===== src/rtl/calc_pkg.sv =====
// calc_pkg: shared constants and types for the calculator command path.
//   - calculator status codes (calc_status encoding)
//   - named command codes for the operator keys
//   - sequencer state enumeration
package calc_pkg;

  localparam int unsigned CMD_W  = 4;
  localparam int unsigned STAT_W = 2;

  localparam logic [STAT_W-1:0] ST_ERR   = 2'b00;
  localparam logic [STAT_W-1:0] ST_BUSY  = 2'b01;
  localparam logic [STAT_W-1:0] ST_READY = 2'b10;

  localparam logic [CMD_W-1:0] CMD_ADD  = 4'hA;
  localparam logic [CMD_W-1:0] CMD_SUB  = 4'hB;
  localparam logic [CMD_W-1:0] CMD_MUL  = 4'hC;
  localparam logic [CMD_W-1:0] CMD_EQ   = 4'hE;
  localparam logic [CMD_W-1:0] CMD_BKSP = 4'hF;

  typedef enum logic [1:0] {
    SEQ_IDLE       = 2'd0,
    SEQ_ISSUE      = 2'd1,
    SEQ_WAIT_READY = 2'd2,
    SEQ_ERROR      = 2'd3
  } seq_state_e;

endpackage


===== src/rtl/calc_cmd_fifo.sv =====
// calc_cmd_fifo: synchronous command FIFO with flush.
// Ports:
//   clock, reset      rising-edge clock, synchronous active-high reset
//   push_i, data_i    write request and command code (ignored when full)
//   pop_i             read request (ignored when empty)
//   flush_i           discard all entries (wins over push/pop)
//   head_o            oldest entry, valid when !empty_o
//   level_o           occupancy 0..DEPTH
//   full_o, empty_o   occupancy flags
// DEPTH must be a power of two >= 2 so pointers wrap naturally.
module calc_cmd_fifo
  import calc_pkg::*;
#(
  parameter int unsigned DEPTH = 8
) (
  input  logic                       clock,
  input  logic                       reset,
  input  logic                       push_i,
  input  logic [CMD_W-1:0]           data_i,
  input  logic                       pop_i,
  input  logic                       flush_i,
  output logic [CMD_W-1:0]           head_o,
  output logic [$clog2(DEPTH+1)-1:0] level_o,
  output logic                       full_o,
  output logic                       empty_o
);

  localparam int unsigned PTR_W = $clog2(DEPTH);
  localparam int unsigned LVL_W = $clog2(DEPTH+1);

  logic [CMD_W-1:0] mem_q [DEPTH];
  logic [PTR_W-1:0] wr_ptr_q;
  logic [PTR_W-1:0] rd_ptr_q;
  logic [LVL_W-1:0] level_q;
  logic             do_push;
  logic             do_pop;

  assign full_o  = (level_q == LVL_W'(DEPTH));
  assign empty_o = (level_q == '0);
  // A pop never frees a slot for a same-cycle push when full.
  assign do_push = push_i && !full_o;
  assign do_pop  = pop_i && !empty_o;
  assign head_o  = mem_q[rd_ptr_q];
  assign level_o = level_q;

  // Storage, pointers and occupancy
  always_ff @(posedge clock) begin
    if (reset || flush_i) begin
      wr_ptr_q <= '0;
      rd_ptr_q <= '0;
      level_q  <= '0;
    end else begin
      if (do_push) begin
        mem_q[wr_ptr_q] <= data_i;
        wr_ptr_q        <= wr_ptr_q + PTR_W'(1);
      end
      if (do_pop) begin
        rd_ptr_q <= rd_ptr_q + PTR_W'(1);
      end
      case ({do_push, do_pop})
        2'b10:   level_q <= level_q + LVL_W'(1);
        2'b01:   level_q <= level_q - LVL_W'(1);
        default: level_q <= level_q;
      endcase
    end
  end

endmodule


===== src/rtl/calc_cmd_sequencer.sv =====
// calc_cmd_sequencer: buffers keypad command codes and issues each one to the
// calculator datapath exactly once using its status handshake
// (00 error, 01 busy, 10 ready). NOP_CMD is driven between issues.
// Ports:
//   clock, reset            rising-edge clock, synchronous active-high reset
//   key_valid, key_code     incoming command; accepted when key_ready
//   key_ready               room in FIFO, not in ERROR, no clear this cycle
//   clear                   flush everything and pulse calc_reset
//   calc_status             calculator status
//   calc_cmd, calc_reset    registered command / reset to the calculator
//   seq_busy                FIFO non-empty or a command in flight
//   seq_error               sequencer is in ERROR
//   fifo_level              FIFO occupancy
// Optional: define CALC_SEQ_TIMEOUT_EN to force ERROR when the calculator
// stays ready for TIMEOUT cycles after a command is issued.
module calc_cmd_sequencer
  import calc_pkg::*;
#(
  parameter int unsigned      DEPTH   = 8,
  parameter logic [CMD_W-1:0] NOP_CMD = 4'hD,
  parameter int unsigned      TIMEOUT = 1024
) (
  input  logic                       clock,
  input  logic                       reset,
  input  logic                       key_valid,
  input  logic [3:0]                 key_code,
  output logic                       key_ready,
  input  logic                       clear,
  input  logic [1:0]                 calc_status,
  output logic [3:0]                 calc_cmd,
  output logic                       calc_reset,
  output logic                       seq_busy,
  output logic                       seq_error,
  output logic [$clog2(DEPTH+1)-1:0] fifo_level
);

  seq_state_e       state_q;
  logic [CMD_W-1:0] cur_cmd_q;
  logic [CMD_W-1:0] calc_cmd_q;
  logic             calc_reset_q;
  logic             seq_error_q;

  logic             fifo_full;
  logic             fifo_empty;
  logic [CMD_W-1:0] fifo_head;
  logic             push;
  logic             pop;
  logic             flush;
  logic             tmo_hit;
  logic             go_error;

`ifdef CALC_SEQ_TIMEOUT_EN
  localparam int unsigned TMO_W = $clog2(TIMEOUT+1);

  logic [TMO_W-1:0] tmo_cnt_q;

  // Held at zero outside ISSUE, so it restarts on every ISSUE entry
  always_ff @(posedge clock) begin
    if (reset || clear || state_q != SEQ_ISSUE) begin
      tmo_cnt_q <= '0;
    end else begin
      tmo_cnt_q <= tmo_cnt_q + TMO_W'(1);
    end
  end

  // Last allowed ISSUE cycle with the datapath still ignoring the command
  assign tmo_hit = (state_q == SEQ_ISSUE) && (calc_status == ST_READY) &&
                   (tmo_cnt_q == TMO_W'(TIMEOUT - 1));
`else
  logic unused_timeout;

  assign unused_timeout = (TIMEOUT == 0);
  assign tmo_hit        = 1'b0;
`endif

  assign go_error  = (state_q != SEQ_ERROR) && ((calc_status == ST_ERR) || tmo_hit);
  assign key_ready = !reset && !fifo_full && (state_q != SEQ_ERROR) && !clear;
  assign push      = key_valid && key_ready;
  assign pop       = (state_q == SEQ_IDLE) && !fifo_empty &&
                     (calc_status == ST_READY) && !clear && !reset;
  // Queue is emptied on clear, on the edge into ERROR, and while in ERROR
  assign flush     = clear || go_error || (state_q == SEQ_ERROR);

  calc_cmd_fifo #(
    .DEPTH (DEPTH)
  ) u_fifo (
    .clock   (clock),
    .reset   (reset),
    .push_i  (push),
    .data_i  (key_code),
    .pop_i   (pop),
    .flush_i (flush),
    .head_o  (fifo_head),
    .level_o (fifo_level),
    .full_o  (fifo_full),
    .empty_o (fifo_empty)
  );

  // Sequencer state and registered calculator-facing outputs
  always_ff @(posedge clock) begin
    if (reset) begin
      state_q      <= SEQ_IDLE;
      cur_cmd_q    <= NOP_CMD;
      calc_cmd_q   <= NOP_CMD;
      calc_reset_q <= 1'b1;
      seq_error_q  <= 1'b0;
    end else if (clear) begin
      state_q      <= SEQ_WAIT_READY;
      cur_cmd_q    <= NOP_CMD;
      calc_cmd_q   <= NOP_CMD;
      calc_reset_q <= 1'b1;
      seq_error_q  <= 1'b0;
    end else begin
      calc_reset_q <= 1'b0;
      if (go_error) begin
        state_q     <= SEQ_ERROR;
        calc_cmd_q  <= NOP_CMD;
        seq_error_q <= 1'b1;
      end else begin
        case (state_q)
          SEQ_IDLE: begin
            calc_cmd_q <= NOP_CMD;
            if (pop) begin
              state_q    <= SEQ_ISSUE;
              cur_cmd_q  <= fifo_head;
              calc_cmd_q <= fifo_head;
            end
          end
          SEQ_ISSUE: begin
            calc_cmd_q <= cur_cmd_q;
            if (calc_status == ST_BUSY) begin
              state_q    <= SEQ_WAIT_READY;
              calc_cmd_q <= NOP_CMD;
            end
          end
          SEQ_WAIT_READY: begin
            calc_cmd_q <= NOP_CMD;
            if (calc_status == ST_READY) begin
              state_q <= SEQ_IDLE;
            end
          end
          default: begin
            calc_cmd_q <= NOP_CMD;
          end
        endcase
      end
    end
  end

  assign calc_cmd   = calc_cmd_q;
  assign calc_reset = calc_reset_q;
  assign seq_error  = seq_error_q;
  assign seq_busy   = (fifo_level != '0) || (state_q == SEQ_ISSUE) ||
                      (state_q == SEQ_WAIT_READY);

endmodule


===== config.mk =====
export PLATFORM = sky130hd
export DESIGN_NAME = calc_cmd_sequencer
export DESIGN_NICKNAME = d
export VERILOG_FILES = /design/src/rtl/calc_pkg.sv /design/src/rtl/calc_cmd_fifo.sv /design/src/rtl/calc_cmd_sequencer.sv
export SDC_FILE = /design/constraint.sdc
export NUM_CORES = 1
export LEC_CHECK = 0
export ABC_AREA = 1
export BUFFER_PORTS_ARGS = -buffer_cell sky130_fd_sc_hd__clkbuf_2
export CORE_MARGIN = 1.5
export CORE_UTILIZATION = 45
export DETAILED_ROUTE_END_ITERATION = 7
export SLEW_MARGIN = 10
export SYNTH_ARGS = -nofsm -noshare
export SYNTH_HDL_FRONTEND = slang
export SYNTH_SLANG_ARGS = --single-unit

===== constraint.sdc =====
create_clock -name clock -period 4.15 [get_ports clock]
set_input_delay 0 -clock clock [delete_from_list [all_inputs] [get_ports clock]]
set_output_delay 0 -clock clock [all_outputs]
set_load 0.02 [all_outputs]

## After elaboration in Yosys (flattened, before gate mapping)

Memories as Yosys holds them, arrays and structs flattened. A register that Yosys moved wholly into a read port is not among the register bits.
Cells that the tools add are included.
W data, S select, Z words.

| cells by class | value |
|---|---|
| $add $sub $neg | 4 |
| equal/unequal tests | 15 |
| reduce and logical (&&, ||, !) cells | 32 |
| muxes and demuxes | 16 |
| bitwise logic cells | 1 |

Operator list:

| cell | count |
|---|---|
| $pmux W4 S2 | 2 |
| $logic_and A1 B1 Y1 | 11 |
| $mux W2 | 5 |
| $eq A2 B2 Y1 const B | 4 |
| $mux W4 | 2 |
| $ne A4 B4 Y1 const B | 2 |
| $reduce_and A4 Y1 | 2 |
| $reduce_bool A4 Y1 | 2 |
| $add A3 B1 Y3 const B | 2 |
| $eq A2 B1 Y1 const B | 3 |
| $mux W3 | 2 |
| $ne A3 B3 Y1 const B | 2 |
| $pmux W2 S3 | 1 |
| $logic_or A1 B1 Y1 | 5 |
| $reduce_bool A5 Y1 | 1 |
| $add A4 B1 Y4 const B | 1 |
| $eq A4 B4 Y1 const B | 1 |
| $logic_not A1 Y1 | 4 |
| $logic_not A2 Y1 | 2 |
| $logic_not A4 Y1 | 1 |
| $mux W1 | 4 |
| $ne A4 B3 Y1 const B | 1 |
| $sub A4 B1 Y4 const B | 1 |
| $ne A3 B2 Y1 const B | 1 |
| other kinds (6) | 6 |

| storage, ports and cells | value |
|---|---|
| bits in writable memories | 32 |
| memories kept | 1 |
| logic and storage cells | 78 |
| register bits after elaboration | 22 |
| input bits | 10 |

Memory list:

| memory | depth | width | read ports | clocked after Yosys merged registers in | write ports | line | text |
|---|---|---|---|---|---|---|---|
| u_fifo.mem_q | 8 | 4 | 1 | 1 | 1 | calc_cmd_fifo.sv:31 | `logic [CMD_W-1:0] mem_q [DEPTH];` |

## Longest topological paths before layout

Gate-level depths: netlist (run 1).

| depth | value |
|---|---|
| depth in word-level cells | 10 |
| gate-level depth with buffers | 14 |
| gate-level depth less buffers | 14 |

## Hierarchy

From an unflattened synthesis (run 1), not the netlist that was laid out.

| unflattened totals | value |
|---|---|
| cell total of the unflattened synthesis | 293 |
| area total of the unflattened synthesis | 2706.3 µm² |

By module, submodules not included:

| module | sequential area each (µm²) | instances | area each (µm²) | cells each |
|---|---|---|---|---|
| calc_cmd_fifo | 1221.2 | 1 | 2024.4 | 195 |
| calc_cmd_sequencer | 240.2 | 1 | 681.9 | 98 |

## Worst setup path before layout (run 1)

No wires, ideal clock.

| path | value |
|---|---|
| path kind | flip-flop to flip-flop |
| start point | reg state_q[0] |
| end point | reg u_fifo.level_q[1] (netlist: u_fifo.level_o[1]) |
| data arrival time | 1.967 ns |
| setup slack | 2.067 ns |
| data required time | 4.034 ns |
| path buffers | 0 |
| library setup time | 0.116 ns |
| cell stages (with the launch flop) | 13 |
| path through | dfxtp_1 -> inv_1 -> ha_1 -> inv_2 -> nor2_4 -> nand3_4 -> clkinv_4 -> ha_1 -> inv_1 -> fa_1 -> nor2_1 -> a21oi_1 -> nor2_1 |

| on the way | value |
|---|---|
| word-level cells in the longest chain between the ends | 8 |
| elaborated cells between the ends (all ways) | 20 |
| classes of those cells | 4 x eq/ne; 1 x mux; 15 x reduce/logical |

Ends and longest elaborated chain:

| item | line | text |
|---|---|---|
| from (decl) | calc_cmd_sequencer.sv:37 | `seq_state_e state_q;` |
| from (signal assigned) | calc_cmd_sequencer.sv:102 | `state_q <= SEQ_IDLE;` |
| from (signal assigned) | calc_cmd_sequencer.sv:108 | `state_q <= SEQ_WAIT_READY;` |
| from (signal assigned) | calc_cmd_sequencer.sv:116 | `state_q <= SEQ_ERROR;` |
| $logic_not A2 Y1 | calc_cmd_sequencer.sv:79 | `assign pop = (state_q == SEQ_IDLE) && !fifo_empty &&` |
| $logic_and A1 B1 Y1 (2 in a row) | calc_cmd_sequencer.sv:79 |  |
| $logic_and A1 B1 Y1 (2 in a row) | calc_cmd_sequencer.sv:80 | `(calc_status == ST_READY) && !clear && !reset;` |
| $logic_and A1 B1 Y1 | calc_cmd_fifo.sv:42 | `assign do_pop = pop_i && !empty_o;` |
| $eq A2 B1 Y1 / $eq A2 B2 Y1 (equally long branches) | calc_cmd_fifo.sv:60 | `case ({do_push, do_pop})` |
| $pmux W4 S2 / $reduce_bool A2 Y1 (equally long branches) | -- |  |
| to (signal assigned) | calc_cmd_fifo.sv:61 | `2'b10: level_q <= level_q + LVL_W'(1);` |
| to (signal assigned) | calc_cmd_fifo.sv:62 | `2'b01: level_q <= level_q - LVL_W'(1);` |
| to (signal assigned) | calc_cmd_fifo.sv:63 | `default: level_q <= level_q;` |
| to (decl) | calc_cmd_fifo.sv:34 | `logic [LVL_W-1:0] level_q;` |

Parallel ways exist; a longest one is shown, timed or not.
A chain may end at the register's enable or synchronous reset.

## Worst setup path after layout (run 1)

| path | value |
|---|---|
| start point | reg state_q[0] |
| end point | reg u_fifo.level_q[3] (netlist: u_fifo.level_o[3]) |

Same word-level chain as after synthesis.

==> flow_metrics.tcl, run 1 <==
set metrics [dict create \
    status "finished, final reports clean" \
    clk_pin_slew_ns 0.06 \
    rsz0062_at_grt "no" \
    place.port_buffers 21 \
    skew_ns 0.007973 \
    syn_avg_cell_area_um2 8.825 \
    setup_viol 0 \
    reg2reg_to "u_fifo.level_o[3]" \
    area_growth_pct 14.98 \
    critPathMostFrequentCell "ha_1" \
    cpLargestDelayFamily "adder cells" \
    hold_path_end "seq_error" \
    syn-num-nets 321 \
    r2r-start "state_q[0]" \
    yosys.area.top_type "edfxtp_1" \
    syn_inst 301 \
    slowest_delay_ns 0.33 \
    cp_num_buf_inv 3 \
    worstHoldStart "calc_status[0]" \
    initial_core_util_pct 47.37 \
    fp.dieW_um 79.83 \
    first_pass_iters 4 \
    grt_pass1_vias 1875 \
    timing.fmax_mhz 428.3 \
    coreArea_um2 5608 \
    maxSlewViolCount 0 \
    diodes 0 \
    drtAntennaViolNets 0 \
    dp_hpwl_mm 3.673 \
    crit_arrival_ns 2.60 \
    htreeDepth 3 \
    hold_viol 0 \
    fin_crit_sh_pct 56.26 \
    worstMarginPinSlew_ns 0.8323 \
    gp_congestion 0.8708 \
    syn-cell-area_um2 2656 \
    fp-row-count 27 \
    crit_chain "inv_1 -> ha_1 -> inv_2 -> nor2_4 -> nand3_4 -> clkinv_4 -> ha_1 -> ha_1 -> a21oi_1 -> nand3_1 -> nand2_1 -> nand2_1 -> a21oi_1" \
    netlist-cell-type-count 28 \
    final_cell_area_um2 3054 \
    yosys.area.top_type_share_pct 36.18 \
    fin_cells 412 \
    seq_area_frac_synth_pct 55.02 \
    leakage_nw 1.264 \
    final.min_clock_period_ns 2.335 \
    cts-root-buf "clkbuf_8" \
    wl_per_cell_um 12.83 \
    dp_cells 390 \
    fin_setup_tns_ns 0 \
    route.detailed.drc 0 \
    final_util_pct 54.46 \
    power_density_nw_per_um2 384.9 \
    vdd.ir_drop.worst_mv 0.2488 \
    cts_buffers 9 \
    worstRegToRegCells 13 \
    insertion_delay_ns 0.34 \
    hold_depth 4 \
    ys_warn_count 0 \
    totalWireLength_mm 5.287 \
    synth.area.top_cells "edfxtp_1, dfxtp_1, nand2_1" \
    slowest_stage "dfxtp_1" \
    required_ns 4.42 \
    cts.sinks 57 \
    vias 2016 \
    cts_tree "built" \
    grt_util_all_layers_pct 18.99 \
    startpoint_type "register" \
    post_drt_via_cell_ratio 4.893 \
    die-area_um2 6373 \
    drt_iter0_drc 107 \
    worstPathMaxFanout 10 \
    r2r_slack_ns 1.82 \
    nNetsFinal 355 \
    drive_gt1_share_pct 15.29 \
    crit_type "register to register" \
    slew_headroom_pct 44.09 \
    grt_remaining_overflow 0 \
    antenna_found_initial 0 \
    cts_resized 0 \
    ctsLongestPathBuffers 2 \
    grt_pass1_wl_mm 8.949 \
    placed_cell_area_um2 2816 \
    ys_seq_elements 57 \
    die_y_um 79.83 \
    hp-class "primary input to register" \
    drv_cap 0 \
    post_cts_buffers 0 \
    cp-end-kind "register" \
    ctsHoldBuffers 6 \
    grt_max_degree 19 \
    ioPinCount 22 \
]
[cell usage in the layout (no fill, tap or decap), types with 2 or more instances in the layout]
cell type,count
inv_2,6
ha_1,9
nor2_4,3
and3_1,2
clkinv_1,3
edfxtp_1,32
clkbuf_8,9
nand2_2,2
dfxtp_1,25
o21ai_1,2
nand3_2,2
nor3_1,6
dlygate4sd3_1,6
nand2_1,76
nand3_1,14
clkbuf_2,21
inv_1,30
clkbuf_1,2
nor2_1,49
xor2_1,2
a21oi_1,16
o21ai_0,13
[metrics by stage]
stage | hold slack, ns | power (mW) | setup slack, ns
global route | 0.04024 | 1.226 | 1.589
CTS | 0.01317 | 1.185 | 1.811
floorplan | 0.09887 | 0.6749 | 2.067
detailed placement | 0.2960 | 0.7015 | 1.834
global placement | 0.3040 | 0.7008 | 1.939
finish | 0.02032 | 1.176 | 1.815
[layout make-up]
| type | instances | area [um^2] |
|---|---|---|
| clock buffer | 11 | 131.4 |
| clock inverter | 5 | 46.29 |
| fill | 536 | 2554 |
| inverter | 37 | 143.9 |
| multi-input combinational | 203 | 1016 |
| sequential | 57 | 1461 |
| tap | 72 | 90.09 |
| timing repair buffer | 27 | 165.2 |
[Yosys cell counts]
library cell,n
nand2_1,76
nor2_1,49
edfxtp_1,32
inv_1,30
dfxtp_1,25
a21oi_1,16
nand3_1,14
o21ai_0,13
ha_1,9
inv_2,6
nor3_1,6
nor2_4,3
and3_1,2
buf_6,2
nand2_2,2
nand3_2,2
o21ai_1,2
xor2_1,2
a21oi_2,1
buf_2,1
buf_4,1
clkinv_4,1
fa_1,1
nand2_4,1
nand3_4,1
nor2_2,1
nor3_2,1
o21ai_2,1
[report_power, final]
part | switching (mW) | internal [mW]
registers | 0.00312 | 0.601
clock network | 0.211 | 0.270
logic | 0.0595 | 0.0304
[cells by family (layout without fill, tap and decap cells)]
group | Yosys count | in the layout | share of synthesized area (%)
AOI/OAI and AO/OA | 33 | 33 | 6.500
buffers and inverters | 41 | 80 | 6.736
adders and majority gates | 10 | 10 | 4.993
xor gates and xnor gates | 2 | 2 | 0.6596
DFF | 57 | 57 | 55.02
and+or+nand+nor | 158 | 158 | 26.10
[flip-flops by register name (all words and copies together) (netlist names), named ones only]
name and flops:
u_fifo.level_o 4, calc_cmd 4, u_fifo.mem_q 32, seq_error 1, calc_reset 1, state_q 2, cur_cmd_q 4, u_fifo.rd_ptr_q 3
u_fifo.wr_ptr_q 3
[routing by layer]
metal / share of wire (%) / GRT usage (%) / up-vias
met5: 0 / 0 / -
met3: 3.7 / 3.771 / 8
met4: 1.5 / 8.793 / 0
li1: - / - / 1042
met2: 45 / 28.81 / 33
met1: 50 / 26.03 / 933
[worst reg2reg max path: cells and delay by family (launching register included)]
family | cells | cell delay, ns
AO/OA/AOI/OAI | 2 | 0.33
buffers and inverters | 3 | 0.31
AND/OR/NAND/NOR | 5 | 0.49
flip-flops | 1 | 0.33
adder cells (fa/ha/maj) | 3 | 0.81
[worst max-delay path by stage]
| stage | start | to | slack [ns] | depth (start not counted) |
|---|---|---|---|---|
| after global routing | state_q[0] | u_fifo.level_o[3] | 1.59 | 13 |
| after floorplan | state_q[0] | u_fifo.level_o[1] | 2.07 | 12 |
| after detailed placement | state_q[1] | u_fifo.level_o[3] | 1.83 | 14 |
| after CTS | state_q[0] | u_fifo.level_o[3] | 1.81 | 13 |
| after global placement | state_q[0] | u_fifo.level_o[3] | 1.94 | 14 |
| final | state_q[0] | u_fifo.level_o[3] | 1.82 | 13 |
No activity file was read; power rests on OpenSTA's default activity.
==> run 2, diff against run 1 <==
--- a/config.mk
+++ b/config.mk
@@ -5,11 +5,12 @@
 export SDC_FILE = /design/constraint.sdc
 export NUM_CORES = 1
 export LEC_CHECK = 0
-export ABC_AREA = 1
+export ABC_AREA = 0
 export BUFFER_PORTS_ARGS = -buffer_cell sky130_fd_sc_hd__clkbuf_2
 export CORE_MARGIN = 1.5
 export CORE_UTILIZATION = 45
 export DETAILED_ROUTE_END_ITERATION = 7
+export PLACE_DENSITY = 0.65
 export SLEW_MARGIN = 10
 export SYNTH_ARGS = -nofsm -noshare
 export SYNTH_HDL_FRONTEND = slang
==> constraint.sdc (replaced) <==
create_clock -name clock -period 2 [get_ports clock]
set_input_delay 0 -clock clock [delete_from_list [all_inputs] [get_ports clock]]
set_output_delay 0 -clock clock [all_outputs]
set_load 0.02 [all_outputs]
==> run 2 against run 1 <==
Compared with the run above:
- the run now ends with negative setup slack left
- register-to-register slack lost 2.0 ns
- critical path depth shrank 2
- clock skew shrank 0.0016 ns
- sequential share of layout area shrank 2.1 points
- die area shrank 6.3%
- first-iteration DRC count shrank 7.5%
- maximum frequency grew 6.0%
- critical endpoint unchanged
==> flow_metrics.tcl, run 2 <==
set metrics [dict create \
    status "complete, but fails checks" \
    violations "negative setup slack" \
    grt_max_degree 12 \
    cts_tree "built" \
    cts-root-buf "clkbuf_8" \
    p_total_mw 2.496 \
    synth.area.top_cells "edfxtp_1, dfxtp_1, mux4_2" \
    p_seq_share_pct 50.2 \
    coreArea_um2 5205 \
    swShare_pct 23.69 \
    clk_pin_slew_ns 0.06 \
    netlist-cell-type-count 36 \
    synthArstFlopShare_pct 0 \
    cp-end-kind "register" \
    seq_area_frac_synth_pct 58.87 \
    required_ns 2.25 \
    crit_arrival_ns 2.46 \
    drive_gt1_share_pct 38.26 \
    startpoint_type "register" \
    startpoint "state_q[1]" \
    place.port_buffers 21 \
    placed_cell_area_um2 2909 \
    fp-row-count 26 \
    die-area_um2 5971 \
    power_density_nw_per_um2 777.3 \
    gp_congestion 0.8470 \
    synthMostInstantiatedCell "edfxtp_1" \
    p_int_mw 1.905 \
    nNetsFinal 279 \
    ys_warn_count 0 \
    dp_hpwl_mm 3.480 \
    ioPinCount 22 \
    grt_remaining_overflow 0 \
    crit_type "register to register" \
    dpl_worst_slack_ns -0.2435 \
    timing.fmax_mhz 453.9 \
    leakage_nw 1.189 \
    synthFlopType "edfxtp_1" \
    fin_cells 334 \
    cts_buffers 9 \
    syn-cell-area_um2 2482 \
    final_cell_area_um2 3211 \
    dp_cells 311 \
    setup_viol 3 \
    yosys.area.top_type_share_pct 38.71 \
    worstPathMaxFanout 3 \
    vias 1687 \
    insertion_delay_ns 0.33 \
    grt_pass1_vias 1729 \
    fin_setup_tns_ns -0.4674 \
    hold_viol 0 \
    mostFrequentLayoutCell "edfxtp_1" \
    route.detailed.drc 0 \
    syn_inst 196 \
    fin_crit_sh_pct 110.1 \
    diodes 0 \
    initial_core_util_pct 47.69 \
    drv_cap 0 \
    slew_headroom_pct 71.77 \
    drt_iter0_drc 99 \
    worstHoldStart "clear" \
    syn_avg_cell_area_um2 12.67 \
    combPwrFrac_pct 7.8 \
    yosys.area.top_type "edfxtp_1" \
    synth_common_cells "edfxtp_1, nor2_1, dfxtp_1" \
    vdd.ir_drop.worst_mv 0.6346 \
    r2r-start "state_q[1]" \
    hp-class "primary input to register" \
    totalWireLength_mm 4.880 \
    die_y_um 77.27 \
    hold_depth 3 \
    rsz0062_at_grt "yes" \
    drtAntennaViolNets 0 \
    clkPwrFrac_pct 42.0 \
    first_pass_iters 4 \
    largest_reg_flops 32 \
    wl_per_cell_um 14.61 \
    fp.dieW_um 77.27 \
    maxSlewViolCount 0 \
    ctsLongestPathBuffers 2 \
    antenna_found_initial 0 \
    p_switching_mw 0.5911 \
    worstMarginPinSlew_ns 0.4218 \
    worst_slack_ns -0.2029 \
    worstRegToRegCells 11 \
    top_register "u_fifo.mem_q" \
    area_growth_pct 29.33 \
    final_cell_mix "edfxtp_1, buf_4, nor2_1" \
    skew_ns 0.006381 \
    syn-num-nets 216 \
    cts.sinks 57 \
    synth_edf_count 32 \
    post_drt_via_cell_ratio 5.051 \
    grt_util_all_layers_pct 18.01 \
    final.min_clock_period_ns 2.203 \
    grt_pass1_wl_mm 8.183 \
    ys_seq_elements 57 \
    htreeDepth 3 \
]
## run 2: changes by cell type after synthesis, moves of 7 or more
cell     change
nand2_1     -63
inv_1       -23
nor2_1      -22
mux4_2       +8
nand3_1      -8
o21ai_0      -7
## run 2: through the flow
stage          utilization (%)  hold WS (ns)
4_1_cts                  60.91       0.03752
3_3_place_gp             55.89        0.2656
3_5_place_dp             55.89        0.2543
6_report                 61.68       0.04446
2_1_floorplan                -       0.06165
5_1_grt                  61.68       0.06333
## run 2: timing repair
item,CTS,global route
setup buffers,0,2
resized for setup,3,7
pin swaps,0,1
hold buffers,5,0
setup endpoints to repair,5,7
endpoints found under the hold margin,33,0
## run 2: final timing paths
| kind | end | slack, ns |
|---|---|---|
| worst max register to register | u_fifo.level_o[3] | -0.20 |
| worst min register to register | cur_cmd_q[2] | 0.47 |
| worst max-delay path | u_fifo.level_o[3] | -0.20 |
| worst min-delay path | state_q[1] | 0.04 |
## run 2: layout make-up
cell class / count / area, um^2
Timing Repair Buffer: 57 / 387.9
Fill cell: 440 / 1994
Inverter: 8 / 37.54
Tap cell: 70 / 87.58
Multi-Input combinational cell: 126 / 1035
Clock buffer: 9 / 123.9
Clock inverter: 7 / 71.32
Sequential cell: 57 / 1468
## run 2: power groups by stage
stage	clock network, mW	registers [mW]	logic [mW]
2_1_floorplan	0	1.28	0.101
3_3_place_gp	0	1.28	0.182
3_5_place_dp	0	1.28	0.184
4_1_cts	1.06	1.25	0.195
5_1_grt	1.12	1.25	0.216
6_report	1.05	1.25	0.195
## run 2: metal layers
layer / part of all wire, % / global-route usage, %
met1: 46 / 25.10
met2: 47 / 26.93
met3: 5.5 / 5.595
met4: 1.1 / 5.455
met5: 0 / 0
## run 2: kinds of logic (layout without fill, tap and decap cells)
kind of cell    after synthesis  after routing  share of synthesized area, %
fa+ha+maj                    10             10                         5.343
xor+xnor                      7              7                         2.470
mux                          17             17                         11.04
buf+inv                      13             81                         2.168
flops                        57             57                         58.87
simple gates                 68             68                         14.11
compound gates               24             24                         5.999
## run 2: critical path: stages, from the launching register on
cell     delay [ns]
dfxtp_4        0.36
inv_4          0.06
ha_4           0.14
inv_4          0.04
nor4_4         0.27
ha_2           0.26
ha_4           0.20
a21o_1         0.16
a21oi_2        0.13
xnor2_1        0.09
or3_1          0.30
a21oi_1        0.12
==> run 3, diff against run 2 <==
--- a/config.mk
+++ b/config.mk
@@ -6,7 +6,7 @@
 export NUM_CORES = 1
 export LEC_CHECK = 0
 export ABC_AREA = 0
-export BUFFER_PORTS_ARGS = -buffer_cell sky130_fd_sc_hd__clkbuf_2
+export BUFFER_PORTS_ARGS = -buffer_cell sky130_fd_sc_hd__buf_2
 export CORE_MARGIN = 1.5
 export CORE_UTILIZATION = 45
 export DETAILED_ROUTE_END_ITERATION = 7
==> run 3 against run 2 <==
Compared with the run above:
- the flow still finishes with violations (negative setup slack)
- routed wire length fell by 0.10%
- sequential power hardly changed
- largest cell class unchanged
- combinational power increased by 5%
- critical endpoint unchanged
- largest power group unchanged
==> flow_metrics.tcl, run 3 (synthesized netlist as in run 2, its figures left out) <==
set metrics [dict create \
    worst_slack_ns -0.2753 \
    worstMarginPinSlew_ns 0.4081 \
    fp.dieW_um 77.27 \
    hold_viol 0 \
    slowest_delay_ns 0.35 \
    r2r_slack_ns -0.28 \
    drive_gt1_share_pct 40.23 \
    vdd.ir_drop.worst_mv 0.4718 \
    largest_reg_flops 32 \
    mostFrequentLayoutCell "buf_4" \
    swShare_pct 21.55 \
    skew_ns 0.005586 \
    startpoint_type "register" \
    grt_pass1_wl_mm 8.217 \
    diodes 0 \
    drt_iter0_drc 138 \
    grt_pass1_vias 1768 \
    drv_cap 0 \
    seqCellArea_um2 1465 \
    p_seq_share_pct 48.4 \
    initial_core_util_pct 47.69 \
    coreArea_um2 5205 \
    p_total_mw 2.587 \
    vias 1698 \
    area_growth_pct 30.70 \
    rsz0062_at_grt "yes" \
    post_drt_via_cell_ratio 5.054 \
    ioPinCount 22 \
    combPwrFrac_pct 7.9 \
    status "complete, but fails checks" \
    gp_congestion 0.8422 \
    die_y_um 77.27 \
    route.detailed.drc 0 \
    final_cell_mix "buf_4, edfxtp_1, nor2_1" \
    final_cell_area_um2 3244 \
    place.port_buffers 21 \
    drtAntennaViolNets 0 \
    htreeDepth 3 \
    cts-root-buf "clkbuf_8" \
    nNetsFinal 282 \
    dp_hpwl_mm 3.442 \
    fin_crit_sh_pct 113.8 \
    final.min_clock_period_ns 2.275 \
    clkPwrFrac_pct 43.7 \
    first_pass_iters 4 \
    timing.fmax_mhz 439.5 \
    totalWireLength_mm 4.875 \
    setup_viol 3 \
    slew_headroom_pct 72.76 \
    slowest_stage "or3_1" \
    die-area_um2 5971 \
    power_density_nw_per_um2 797.4 \
    cts_tree "built" \
    grt_remaining_overflow 0 \
    cts_buffers 9 \
    cts.sinks 57 \
    worstPathMaxFanout 3 \
    violations "negative setup slack" \
    grt_max_degree 12 \
    crit_arrival_ns 2.53 \
    cp_num_buf_inv 2 \
    ctsLongestPathBuffers 2 \
    p_int_mw 2.030 \
    required_ns 2.26 \
    grt_util_all_layers_pct 18.03 \
    maxSlewViolCount 0 \
    fp-row-count 26 \
    cpLargestDelayFamily "adder cells" \
    cp-end-kind "register" \
    p_switching_mw 0.5575 \
    hp-class "primary input to register" \
    leakage_nw 1.222 \
    placed_cell_area_um2 2909 \
    crit_chain "inv_2 -> ha_4 -> inv_4 -> nor4_4 -> ha_2 -> ha_4 -> a21o_1 -> a21oi_2 -> xnor2_1 -> or3_1 -> a21oi_2" \
    clk_pin_slew_ns 0.06 \
    insertion_delay_ns 0.33 \
    antenna_found_initial 0 \
    multiInputGateArea_um2 1035 \
    wl_per_cell_um 14.51 \
    crit_type "register to register" \
    fillers 429 \
    top_register "u_fifo.mem_q" \
]
run 3: cell types whose count changed in the layout (fill, tap and decap cells not counted), sizes merged:
cell and delta:
bufinv +1, buf +24, clkbuf -21, clkinvlp -2
run 3: repair_timing:
item,CTS,global route
setup endpoints to repair,3,15
pin swaps,1,3
hold endpoints to repair,33,0
buffers inserted,2,3
hold buffers,5,0
resized for setup,4,8
run 3: worst paths after layout:
kind | from | end | cells past startpoint
worst min-delay path | clear | state_q[1] | 3
worst max register to register | state_q[1] | u_fifo.level_o[3] | 11
worst min register to register | cur_cmd_q[2] | cur_cmd_q[2] | 2
worst max-delay path | state_q[1] | u_fifo.level_o[3] | 11
run 3: through the flow:
step	hold slack (ns)	utilization, %	std cells	setup WS, ns	TNS [ns]
floorplan	0.06165	-	196	-0.5298	-1.298
global placement	0.2603	55.89	311	-0.2003	-0.3713
detailed placement	0.2549	55.89	311	-0.2676	-0.4780
CTS	0.02444	61.39	333	-0.2623	-0.5373
global route	0.09494	62.33	336	-0.4215	-1.128
finish	0.02914	62.33	336	-0.2753	-0.7084
run 3: area by class of cell:
class | count | area share (%)
repair buffers | 60 | 12.77
clock buffers | 9 | 3.818
clock inverters | 6 | 2.584
flip-flops and latches | 57 | 45.16
inverters | 8 | 1.080
well taps | 70 | 2.700
multi-input cells | 126 | 31.89
run 3: metal layers:
layer  vias up  GRT usage, %  wire length (um)
met5         -             0                 0
met2        26         27.81              2254
li1        849             -                 -
met1       813         24.28              2390
met4         0         7.636                89
met3        10         4.286               140
run 3: worst reg2reg max path, stage by stage, from the launching register on:
cell,delay (ns)
dfxtp_2,0.34
inv_2,0.08
ha_4,0.15
inv_4,0.04
nor4_4,0.27
ha_2,0.27
ha_4,0.20
a21o_1,0.16
a21oi_2,0.13
xnor2_1,0.10
or3_1,0.35
a21oi_2,0.13
run 3: power by group through the flow:
stage / clock (mW) / combinational (mW) / sequential (mW)
finish: 1.13 / 0.204 / 1.25
global route: 1.22 / 0.227 / 1.25
CTS: 1.16 / 0.194 / 1.25
detailed placement: 0 / 0.183 / 1.28
global placement: 0 / 0.182 / 1.28
floorplan: 0 / 0.101 / 1.28
